## src/rtl/jtag_bridge_pkg.sv

```systemverilog
// Shared types and constants for the JTAG memory bridge data stage.
package jtag_bridge_pkg;

    typedef enum logic [1:0] {
        IDLE = 2'd0,
        REQ  = 2'd1,
        RESP = 2'd2
    } state_t;

    // Status bit positions inside the 3-bit status field above DATA
    localparam int ST_BUSY = 0;
    localparam int ST_ERR  = 1;
    localparam int ST_OVR  = 2;

    localparam int DEFAULT_TIMEOUT_CYC = 1024;

    // Data register length: DATA plus BUSY, ERR and OVR
    function automatic int DR_W(input int dataW);
        return dataW + 3;
    endfunction

endpackage

```

## src/rtl/jtag_dr_shift.sv

```systemverilog
// Generic JTAG capture/shift/update data register, LSB shifted out first.
// Capture beats update, update beats shift, all qualified by select.
module jtag_dr_shift
    import jtag_bridge_pkg::*;
#(
    parameter int W     = 35,
    parameter int UPD_W = W
) (
    input  logic             i_clk,
    input  logic             i_reset,
    input  logic             i_sel,
    input  logic             i_capture,
    input  logic             i_shift,
    input  logic             i_update,
    input  logic             i_tdi,
    input  logic [W-1:0]     i_capture_val,
    output logic             o_tdo,
    output logic [UPD_W-1:0] o_update_val,
    output logic             o_update_pulse
);

    logic [W-1:0] r_sr;

    // Shift register: capture, hold on update, otherwise shift toward bit 0
    always_ff @(posedge i_clk) begin
        if (i_reset) begin
            r_sr <= '0;
        end else if (i_sel && i_capture) begin
            r_sr <= i_capture_val;
        end else if (i_sel && i_update) begin
            r_sr <= r_sr;
        end else if (i_sel && i_shift) begin
            r_sr <= {i_tdi, r_sr[W-1:1]};
        end
    end

    // Serial out, parallel update value and update strobe
    always_comb begin
        o_tdo          = r_sr[0];
        o_update_val   = r_sr[UPD_W-1:0];
        o_update_pulse = i_sel && i_update && !i_capture;
    end

endmodule

```

## src/rtl/jtag_mem_bridge.sv

```systemverilog
// JTAG data stage and single-outstanding bus master, all on TCK.
// Optional macro JTAG_BRIDGE_TIMEOUT_EN adds an abort counter for
// accesses the bus never answers.
module jtag_mem_bridge
    import jtag_bridge_pkg::*;
#(
    parameter int DATA_W = 32
`ifdef JTAG_BRIDGE_TIMEOUT_EN
    ,
    parameter int TIMEOUT_CYC = DEFAULT_TIMEOUT_CYC
`endif
) (
    input  logic              i_TCK,
    input  logic              i_RESET,
    input  logic              i_SEL,
    input  logic              i_CAPTURE,
    input  logic              i_SHIFT,
    input  logic              i_UPDATE,
    input  logic              i_TDI,
    output logic              o_TDO,
    input  logic              i_WR,
    input  logic [31:0]       i_ADDR,
    input  logic              i_ADDR_UPD,
    output logic              o_bus_req,
    output logic              o_bus_we,
    output logic [31:0]       o_bus_addr,
    output logic [DATA_W-1:0] o_bus_wdata,
    input  logic              i_bus_gnt,
    input  logic              i_bus_rvalid,
    input  logic [DATA_W-1:0] i_bus_rdata,
    input  logic              i_bus_err
);

    localparam int          DRW      = DR_W(DATA_W);
    localparam logic [31:0] PTR_STEP = 32'(DATA_W / 8);

    state_t              r_state;
    state_t              w_nextState;
    logic [31:0]         r_ptr;
    logic                r_we;
    logic [DATA_W-1:0]   r_wdata;
    logic [DATA_W-1:0]   r_rdata;
    logic                r_ovr;
    logic                r_err;

    logic                w_busy;
    logic                w_idle;
    logic                w_capture;
    logic                w_updPulse;
    logic [DATA_W-1:0]   w_drData;
    logic [2:0]          w_status;
    logic [DRW-1:0]      w_captureVal;
    logic                w_launch;
    logic                w_done;
    logic                w_timeout;
    logic                w_ovrSet;
    logic                w_errSet;

    jtag_dr_shift #(
        .W     (DRW),
        .UPD_W (DATA_W)
    ) u_dr (
        .i_clk          (i_TCK),
        .i_reset        (i_RESET),
        .i_sel          (i_SEL),
        .i_capture      (i_CAPTURE),
        .i_shift        (i_SHIFT),
        .i_update       (i_UPDATE),
        .i_tdi          (i_TDI),
        .i_capture_val  (w_captureVal),
        .o_tdo          (o_TDO),
        .o_update_val   (w_drData),
        .o_update_pulse (w_updPulse)
    );

`ifdef JTAG_BRIDGE_TIMEOUT_EN
    localparam logic [15:0] TMO_LAST = 16'(TIMEOUT_CYC - 1);
    logic [15:0] r_tmoCnt;

    // Abort counter: restarts with each access, runs while not idle
    always_ff @(posedge i_TCK) begin
        if (i_RESET) begin
            r_tmoCnt <= '0;
        end else if (w_launch) begin
            r_tmoCnt <= '0;
        end else if (w_busy) begin
            r_tmoCnt <= r_tmoCnt + 16'd1;
        end
    end

    // A real response on the final cycle still counts as a normal completion
    assign w_timeout = w_busy && (r_tmoCnt == TMO_LAST) && !w_done;
`else
    assign w_timeout = 1'b0;
`endif

    // Command decode, completion and status-set events
    always_comb begin
        w_idle       = (r_state == IDLE);
        w_busy       = !w_idle;
        w_capture    = i_SEL && i_CAPTURE;
        w_launch     = w_idle && ((i_ADDR_UPD && !i_WR) || (!i_ADDR_UPD && w_updPulse));
        w_done       = (r_state == RESP) && i_bus_rvalid;
        w_ovrSet     = (w_busy && (i_ADDR_UPD || w_updPulse)) ||
                       (w_idle && i_ADDR_UPD && w_updPulse);
        w_errSet     = (w_done && i_bus_err) || w_timeout;
        w_status     = '0;
        w_status[ST_BUSY] = w_busy;
        w_status[ST_ERR]  = r_err;
        w_status[ST_OVR]  = r_ovr;
        w_captureVal = {w_status, r_rdata};
    end

    // FSM state register
    always_ff @(posedge i_TCK) begin
        if (i_RESET) begin
            r_state <= IDLE;
        end else begin
            r_state <= w_nextState;
        end
    end

    // FSM next-state logic
    always_comb begin
        w_nextState = r_state;
        case (r_state)
            IDLE:    if (w_launch) w_nextState = REQ;
            REQ:     if (w_timeout) w_nextState = IDLE;
                     else if (i_bus_gnt) w_nextState = RESP;
            RESP:    if (w_done || w_timeout) w_nextState = IDLE;
            default: w_nextState = IDLE;
        endcase
    end

    // FSM outputs: request is asserted exactly while in REQ
    always_comb begin
        o_bus_req   = (r_state == REQ);
        o_bus_we    = r_we;
        o_bus_addr  = r_ptr;
        o_bus_wdata = r_wdata;
    end

    // Pointer, access attributes, read data and sticky status flags
    always_ff @(posedge i_TCK) begin
        if (i_RESET) begin
            r_ptr   <= '0;
            r_we    <= 1'b0;
            r_wdata <= '0;
            r_rdata <= '0;
            r_ovr   <= 1'b0;
            r_err   <= 1'b0;
        end else begin
            if (w_idle && i_ADDR_UPD) begin
                r_ptr <= i_ADDR;
            end else if (w_done) begin
                r_ptr <= r_ptr + PTR_STEP;
            end
            if (w_launch) begin
                r_we <= !i_ADDR_UPD && i_WR;
                if (!i_ADDR_UPD && i_WR) begin
                    r_wdata <= w_drData;
                end
            end
            if (w_done && !r_we) begin
                r_rdata <= i_bus_rdata;
            end
            r_ovr <= (r_ovr && !w_capture) || w_ovrSet;
            r_err <= (r_err && !w_capture) || w_errSet;
        end
    end

endmodule

```

## config.mk

```make
export PLATFORM = sky130hd
export DESIGN_NAME = jtag_mem_bridge
export DESIGN_NICKNAME = d
export VERILOG_FILES = /design/src/rtl/jtag_bridge_pkg.sv /design/src/rtl/jtag_dr_shift.sv /design/src/rtl/jtag_mem_bridge.sv
export SDC_FILE = /design/constraint.sdc
export NUM_CORES = 1
export LEC_CHECK = 0
export ABC_AREA = 1
export ABC_CLOCK_PERIOD_IN_PS = 1850
export BUFFER_PORTS_ARGS = -buffer_cell sky130_fd_sc_hd__buf_2
export CORE_MARGIN = 4
export CORE_UTILIZATION = 54
export CTS_CLUSTER_SIZE = 8
export DETAILED_ROUTE_END_ITERATION = 8
export HOLD_SLACK_MARGIN = 0.1
export PLACE_DENSITY = 0.8
export SLEW_MARGIN = 20
export SYNTH_ARGS = -nofsm -noshare
export SYNTH_HDL_FRONTEND = slang
export SYNTH_SLANG_ARGS = --single-unit
```

## constraint.sdc

```tcl
create_clock -name i_TCK -period 1.85 [get_ports i_TCK]
set_input_delay 0.2775 -clock i_TCK [delete_from_list [all_inputs] [get_ports i_TCK]]
set_output_delay 0.2775 -clock i_TCK [all_outputs]
set_load 0.1 [all_outputs]
```

==> results.py, run 1 <==
metrics = {
    "timing": {
        "maxSlewViolCount": 0,
        "rsz0062_at_grt": "no",
        "finalCriticalPeriod_ns": 1.69,
        "worst_pin_slew_ns": 0.700,
        "fin_setup_tns_ns": 0,
        "fin_worst_skew_ns": 0.00989,
        "setup_ws_ns": 0.157,
        "setup_viol": 0,
        "maxSlewHeadroom": 0.534,
        "hold_viol_final": 0,
        "clock.fmax_ghz": 0.591,
        "fin_crit_sh": 0.915,
    },
    "power": {
        "vdd_drop_max_mv": 0.594,
        "p_total_uw": 7970,
        "power_density_mw_per_mm2": 1010,
        "power.leakage_uw": 0.00335,
    },
    "detailed_routing": {
        "vias": 6600,
        "dr.first_iter.drc_count": 671,
        "via_per_inst": 5.41,
        "remaining_drc_errors": 0,
        "drt_wl_total_mm": 17.6,
        "first_pass_iters": 5,
        "routedWlPerCell_um": 14.4,
        "drtAntennaViolNets": 0,
    },
    "final_layout": {
        "drive_gt1_frac": 0.227,
        "final_common_cell": "nand2_1",
        "final_area_sq_mm": 0.00791,
        "num-fill-cells": 979,
        "multiInputGateArea_sq_mm": 0.00304,
        "area_delta_synth_final_pct": 26.4,
        "utilization": 0.696,
        "final_cell_mix": "nand2_1, buf_2, nor2_1, dfxtp_1, o21ai_0",
        "antenna_cells": 0,
        "final_nets": 1142,
        "seqCellArea_sq_mm": 0.00275,
    },
    "synth": {
        "synth_xor_area_frac": 0,
        "synthSimpleGateAreaFrac": 0.318,
        "yosysSeqAreaShare": 0.435,
        "synth.avg_cell_area_sq_um": 6.87,
        "synthAdderAreaFrac": 0.00200,
        "syn_area_sq_mm": 0.00626,
        "synthMuxAreaShare": 0,
        "synthArstFlopShare": 0,
        "synth_compound_area_frac": 0.165,
        "synth_top_family_by_area": "simple AND/OR/NAND/NOR gates",
        "yosysWarnings": 0,
        "synth_cell_types": 28,
        "synth_ff_type": "dfxtp_1",
        "netlist_instances": 912,
        "synth-seq-cells": 136,
        "synth_edf_count": 0,
        "synth_fp_nets": 989,
    },
    "clock_network": {
        "cts_num_sinks": 136,
        "cts_setup_buffers": 0,
        "cts_tree": "yes",
        "clock_tree.buffer_depth": 2,
        "cts_root_buf": "clkbuf_16",
        "insertion_delay_ns": 0.41,
        "htreeDepth": 4,
        "clk_pin_slew_ns": 0.06,
        "cts_made_buffers": 17,
    },
    "placed_design": {
        "io_buffers": 142,
        "preCtsSetupSlack_ns": 0.264,
        "place_area_sq_mm": 0.00706,
        "gp_congestion": 0.939,
        "dp_hpwl_mm": 11.7,
    },
    "grt": {
        "grt_pass1_wl_mm": 28.9,
        "antenna_found_initial": 0,
        "overflow": 0,
        "grt_pass1_vias": 6051,
        "grt_start_max_net_pins": 68,
        "grt_use_total": 0.268,
    },
    "job": {
        "drv_cap": 0,
    },
    "floorplan": {
        "fp.coreArea_sq_mm": 0.0114,
        "die_area_sq_mm": 0.0134,
        "fp-row-count": 39,
        "dieWidth_um": 116,
        "ioPinCount": 143,
        "die_h_um": 116,
        "start_util": 0.551,
    },
    "setup_path": {
        "worstSetupStartpointType": "flip-flop",
        "critPathSlowestCell": "buf_2",
        "crit_required_ns": 1.57,
        "crit_type": "reg -> out",
        "critPathBufInv": 2,
        "critPathCaptureType": "output pin",
        "crit_family": "buffers and inverters",
        "slowest_delay_ns": 0.47,
        "path_max_fanout": 3,
        "cp.arrival_ns": 1.42,
        "crit_chain": "inv_1, nor2_2, buf_2",
    },
    "run_status": {
        "run_status": "finished clean",
    },
    "min_path": {
        "hold_path_class": "in -> reg",
    },
}
==> kinds of logic after synthesis <==
logic type	Yosys count
AOI/OAI and AO/OA	191
and+or+nand+nor	471
DFF	136
buffers and inverters	113
adders and majority gates	1
==> Yosys cell counts (2+ instances only) <==
library cell	number	area (sq um)
a31oi_1	43	269
nor2_1	112	420
nand2_4	3	33.8
o21ai_1	2	10.0
nor3_2	2	20.0
buf_4	3	22.5
nor2_4	5	56.3
o211ai_1	6	45.0
clkinv_1	2	7.51
buf_2	20	100
nand2_1	247	927
o21ai_0	85	425
inv_2	2	7.51
nand2_2	5	31.3
dfxtp_1	136	2720
nand4_1	3	18.8
a21oi_1	53	265
nor3_1	8	40.0
nor2_2	7	43.8
clkbuf_1	26	97.6
inv_1	54	203
nand3_1	77	385
buf_6	6	67.6
==> layout make-up <==
class,instances,share of cell area
Clock buffer,20,0.0577
Sequential cell,136,0.348
Multi-Input combinational cell,663,0.384
Inverter,58,0.0275
Timing Repair Buffer,189,0.145
Tap cell,143,0.0226
Clock inverter,12,0.0158
==> layer usage <==
layer / up-vias / share of wire / routed length (um) / GRT usage
met5: - / 0 / 0 / 0
met4: 0 / 0.016 / 288 / 0.0804
met3: 22 / 0.080 / 1400 / 0.0585
met2: 264 / 0.48 / 8460 / 0.444
met1: 3007 / 0.42 / 7410 / 0.352
li1: 3307 / - / - / -
==> power by group <==
part           total [uW]  internal (uW)  switching [uW]
sequential           3240           3100             145
clock                3320           2050            1270
combinational        1420            359            1060
==> worst paths after layout <==
path	cells past startpoint	start	endpoint	slack, ns
worst max register to register	9	r_state[0]	o_bus_addr[11]	0.23
worst min register to register	2	o_bus_wdata[7]	o_bus_wdata[7]	0.46
worst max-delay path	3	r_state[0]	o_bus_req	0.16
worst min-delay path	3	i_bus_rdata[8]	r_rdata[8]	0.11
==> through the flow <==
stage | instances | hold WS, ns
4_1_cts | 1221 | 0.100
6_report | 1221 | 0.108
2_1_floorplan | 912 | 0.412
3_5_place_dp | 1162 | 0.450
3_3_place_gp | 1162 | 0.447
5_1_grt | 1221 | 0.110
==> registers in the layout, indices dropped and copies added (netlist names) <==
name and count:
u_dr.r_sr 35, r_err 1, o_bus_we 1, r_ovr 1, o_bus_wdata 32, o_bus_addr 32, r_rdata 32, r_state 2
==> worst reg2reg max path, delay by kind of cell, from the launching register on <==
kind | cells | cell delay, ns
buf+inv | 2 | 0.31
flops | 1 | 0.36
simple gates | 7 | 0.90
==> what timing repair did <==
item	CTS	global route
gates resized for setup	0	0
hold buffers	27	0
endpoints found under the hold margin	27	0
No activity file was read; power rests on OpenSTA's default activity.
==> inputs of run 2 (changes only) <==
Settings changed: ABC_CLOCK_PERIOD_IN_PS 1850 to 1880.
Clock period 1.85 ns to 1.88 ns, I/O delays scaled along.
==> run 2 against run 1 <==
Sequential power decreased by 2%. Clock power decreased by 6%. Routed wire length increased by 1.6%. Utilization increased by 0.066 points. First-iteration DRC count decreased by 6.9%. Critical path type unchanged. Critical endpoint unchanged.
==> results.py, run 2 (synthesized netlist as in run 1, its figures left out) <==
metrics = {
    "setup_path": {
        "critPathBufInv": 2,
        "cp.depth": 3,
        "r2r_cells": 10,
        "path_max_fanout": 3,
        "cp.arrival_ns": 1.43,
        "crit_required_ns": 1.60,
        "critPathCaptureType": "output pin",
        "regToRegSetupSlack_ns": 0.26,
        "worstSetupStartpointType": "flip-flop",
        "crit_type": "reg -> out",
        "r2r_end": "o_bus_addr[24]",
        "critPathSlowestCell": "buf_2",
        "crit_family": "buffers and inverters",
        "r2r-start": "o_bus_addr[3]",
        "slowest_delay_ns": 0.47,
        "crit_chain": "inv_1, nor2_2, buf_2",
    },
    "timing": {
        "hold_viol_final": 0,
        "finalCriticalPeriod_ns": 1.71,
        "worst_pin_slew_ns": 0.526,
        "setup_viol": 0,
        "fin_crit_sh": 0.911,
        "maxSlewHeadroom": 0.651,
        "maxSlewViolCount": 0,
        "fin_setup_tns_ns": 0,
        "fin_worst_skew_ns": 0.00718,
        "rsz0062_at_grt": "no",
        "clock.fmax_ghz": 0.584,
    },
    "final_layout": {
        "num-fill-cells": 968,
        "seqCellArea_sq_mm": 0.00275,
        "final_nets": 1145,
        "final_common_cell": "nand2_1",
        "regMostFlops": "u_dr.r_sr",
        "final_cell_mix": "nand2_1, buf_2, dfxtp_1, nor2_1, o21ai_0",
        "multiInputGateArea_sq_mm": 0.00304,
        "final_area_sq_mm": 0.00792,
        "area_delta_synth_final_pct": 26.5,
        "largest_register_ff_count": 35,
        "drive_gt1_frac": 0.220,
    },
    "detailed_routing": {
        "first_pass_iters": 6,
        "routedWlPerCell_um": 14.6,
        "highest_layer": "met4",
        "remaining_drc_errors": 0,
        "routed-wl-met3_mm": 1.38,
        "via_per_inst": 5.40,
        "met2WireLength_mm": 8.77,
        "vias": 6605,
        "drtAntennaViolNets": 0,
        "met1_length_mm": 7.19,
        "dr.first_iter.drc_count": 625,
        "drt_wl_total_mm": 17.8,
    },
    "clock_network": {
        "clk_pin_slew_ns": 0.06,
        "cts_resized": 0,
        "clock_tree.buffer_depth": 2,
        "insertion_delay_ns": 0.42,
        "htreeDepth": 4,
        "cts_num_sinks": 136,
        "cts_tree": "yes",
        "cts_made_buffers": 17,
        "cts_hold_buf": 30,
        "cts_setup_buffers": 0,
        "cts_root_buf": "clkbuf_16",
    },
    "grt": {
        "grt_use_total": 0.275,
        "grt_start_max_net_pins": 45,
        "overflow": 0,
        "grt_pass1_wl_mm": 29.3,
        "antenna_found_initial": 1,
        "grt_pass1_vias": 6194,
    },
    "power": {
        "power_density_mw_per_mm2": 976,
        "vdd_drop_max_mv": 0.797,
        "power.leakage_uw": 0.00334,
    },
    "min_path": {
        "hold_path_depth": 3,
        "hold_path_class": "in -> reg",
        "hp-start": "i_ADDR[0]",
        "min_to": "o_bus_addr[0]",
    },
    "run_status": {
        "run_status": "finished clean",
    },
    "job": {
        "drv_cap": 0,
    },
    "floorplan": {
        "fp.coreArea_sq_mm": 0.0114,
        "fp-row-count": 39,
        "ioPinCount": 143,
        "die_h_um": 116,
        "dieWidth_um": 116,
        "start_util": 0.551,
        "die_area_sq_mm": 0.0134,
    },
    "placed_design": {
        "place_area_sq_mm": 0.00707,
        "dp_hpwl_mm": 11.9,
        "gp_congestion": 0.864,
        "io_buffers": 142,
    },
}
## run 2: per-layer routing
metal,GRT usage,vias up
met4,0.122,0
li1,-,3314
met1,0.335,2979
met5,0,-
met3,0.0611,39
met2,0.468,273
## run 2: power by group
group	switching [uW]	internal, uW
registers	145	3050
logic	1040	361
clock network	1200	1930
total	2390	5340
## run 2: cell type report
class | count | area share
antenna | 1 | 0.000316
clock buffer | 22 | 0.0561
clock inverter | 9 | 0.0130
inverter | 58 | 0.0275
multi-input combinational | 663 | 0.383
sequential | 136 | 0.347
tap | 143 | 0.0226
timing repair buffer | 192 | 0.150
## run 2: worst register-to-register path, cell delays in order (launching register included)
cell and delay (ns):
dfxtp_2 0.35, ha_1 0.19, nand2_1 0.11, nor2_4 0.14
nand2_1 0.13, nor2_2 0.23, nand2_1 0.08, nand2_1 0.06
nand3_1 0.06, nand2_1 0.07, a21oi_1 0.06
## run 2: how the worst max path moves through the flow
stage	start	end	slack, ns
after floorplan	o_bus_addr[26]	o_bus_addr[27]	0.02
after global placement	o_bus_addr[3]	o_bus_addr[20]	0.32
after detailed placement	o_bus_addr[3]	o_bus_addr[28]	0.30
after CTS	r_state[0]	o_bus_req	0.14
after global routing	r_state[0]	o_bus_req	0.07
final	r_state[0]	o_bus_req	0.17
## run 2: per-stage QoR
stage	hold WS, ns	setup WS [ns]	total power [uW]	cells	utilization
after floorplan	0.417	0.0151	4280	912	-
after global placement	0.445	0.323	4570	1162	0.622
after detailed placement	0.451	0.303	4590	1162	0.622
after CTS	0.108	0.143	7750	1223	0.696
after global routing	0.119	0.0701	8010	1224	0.697
final	0.121	0.167	7730	1224	0.697
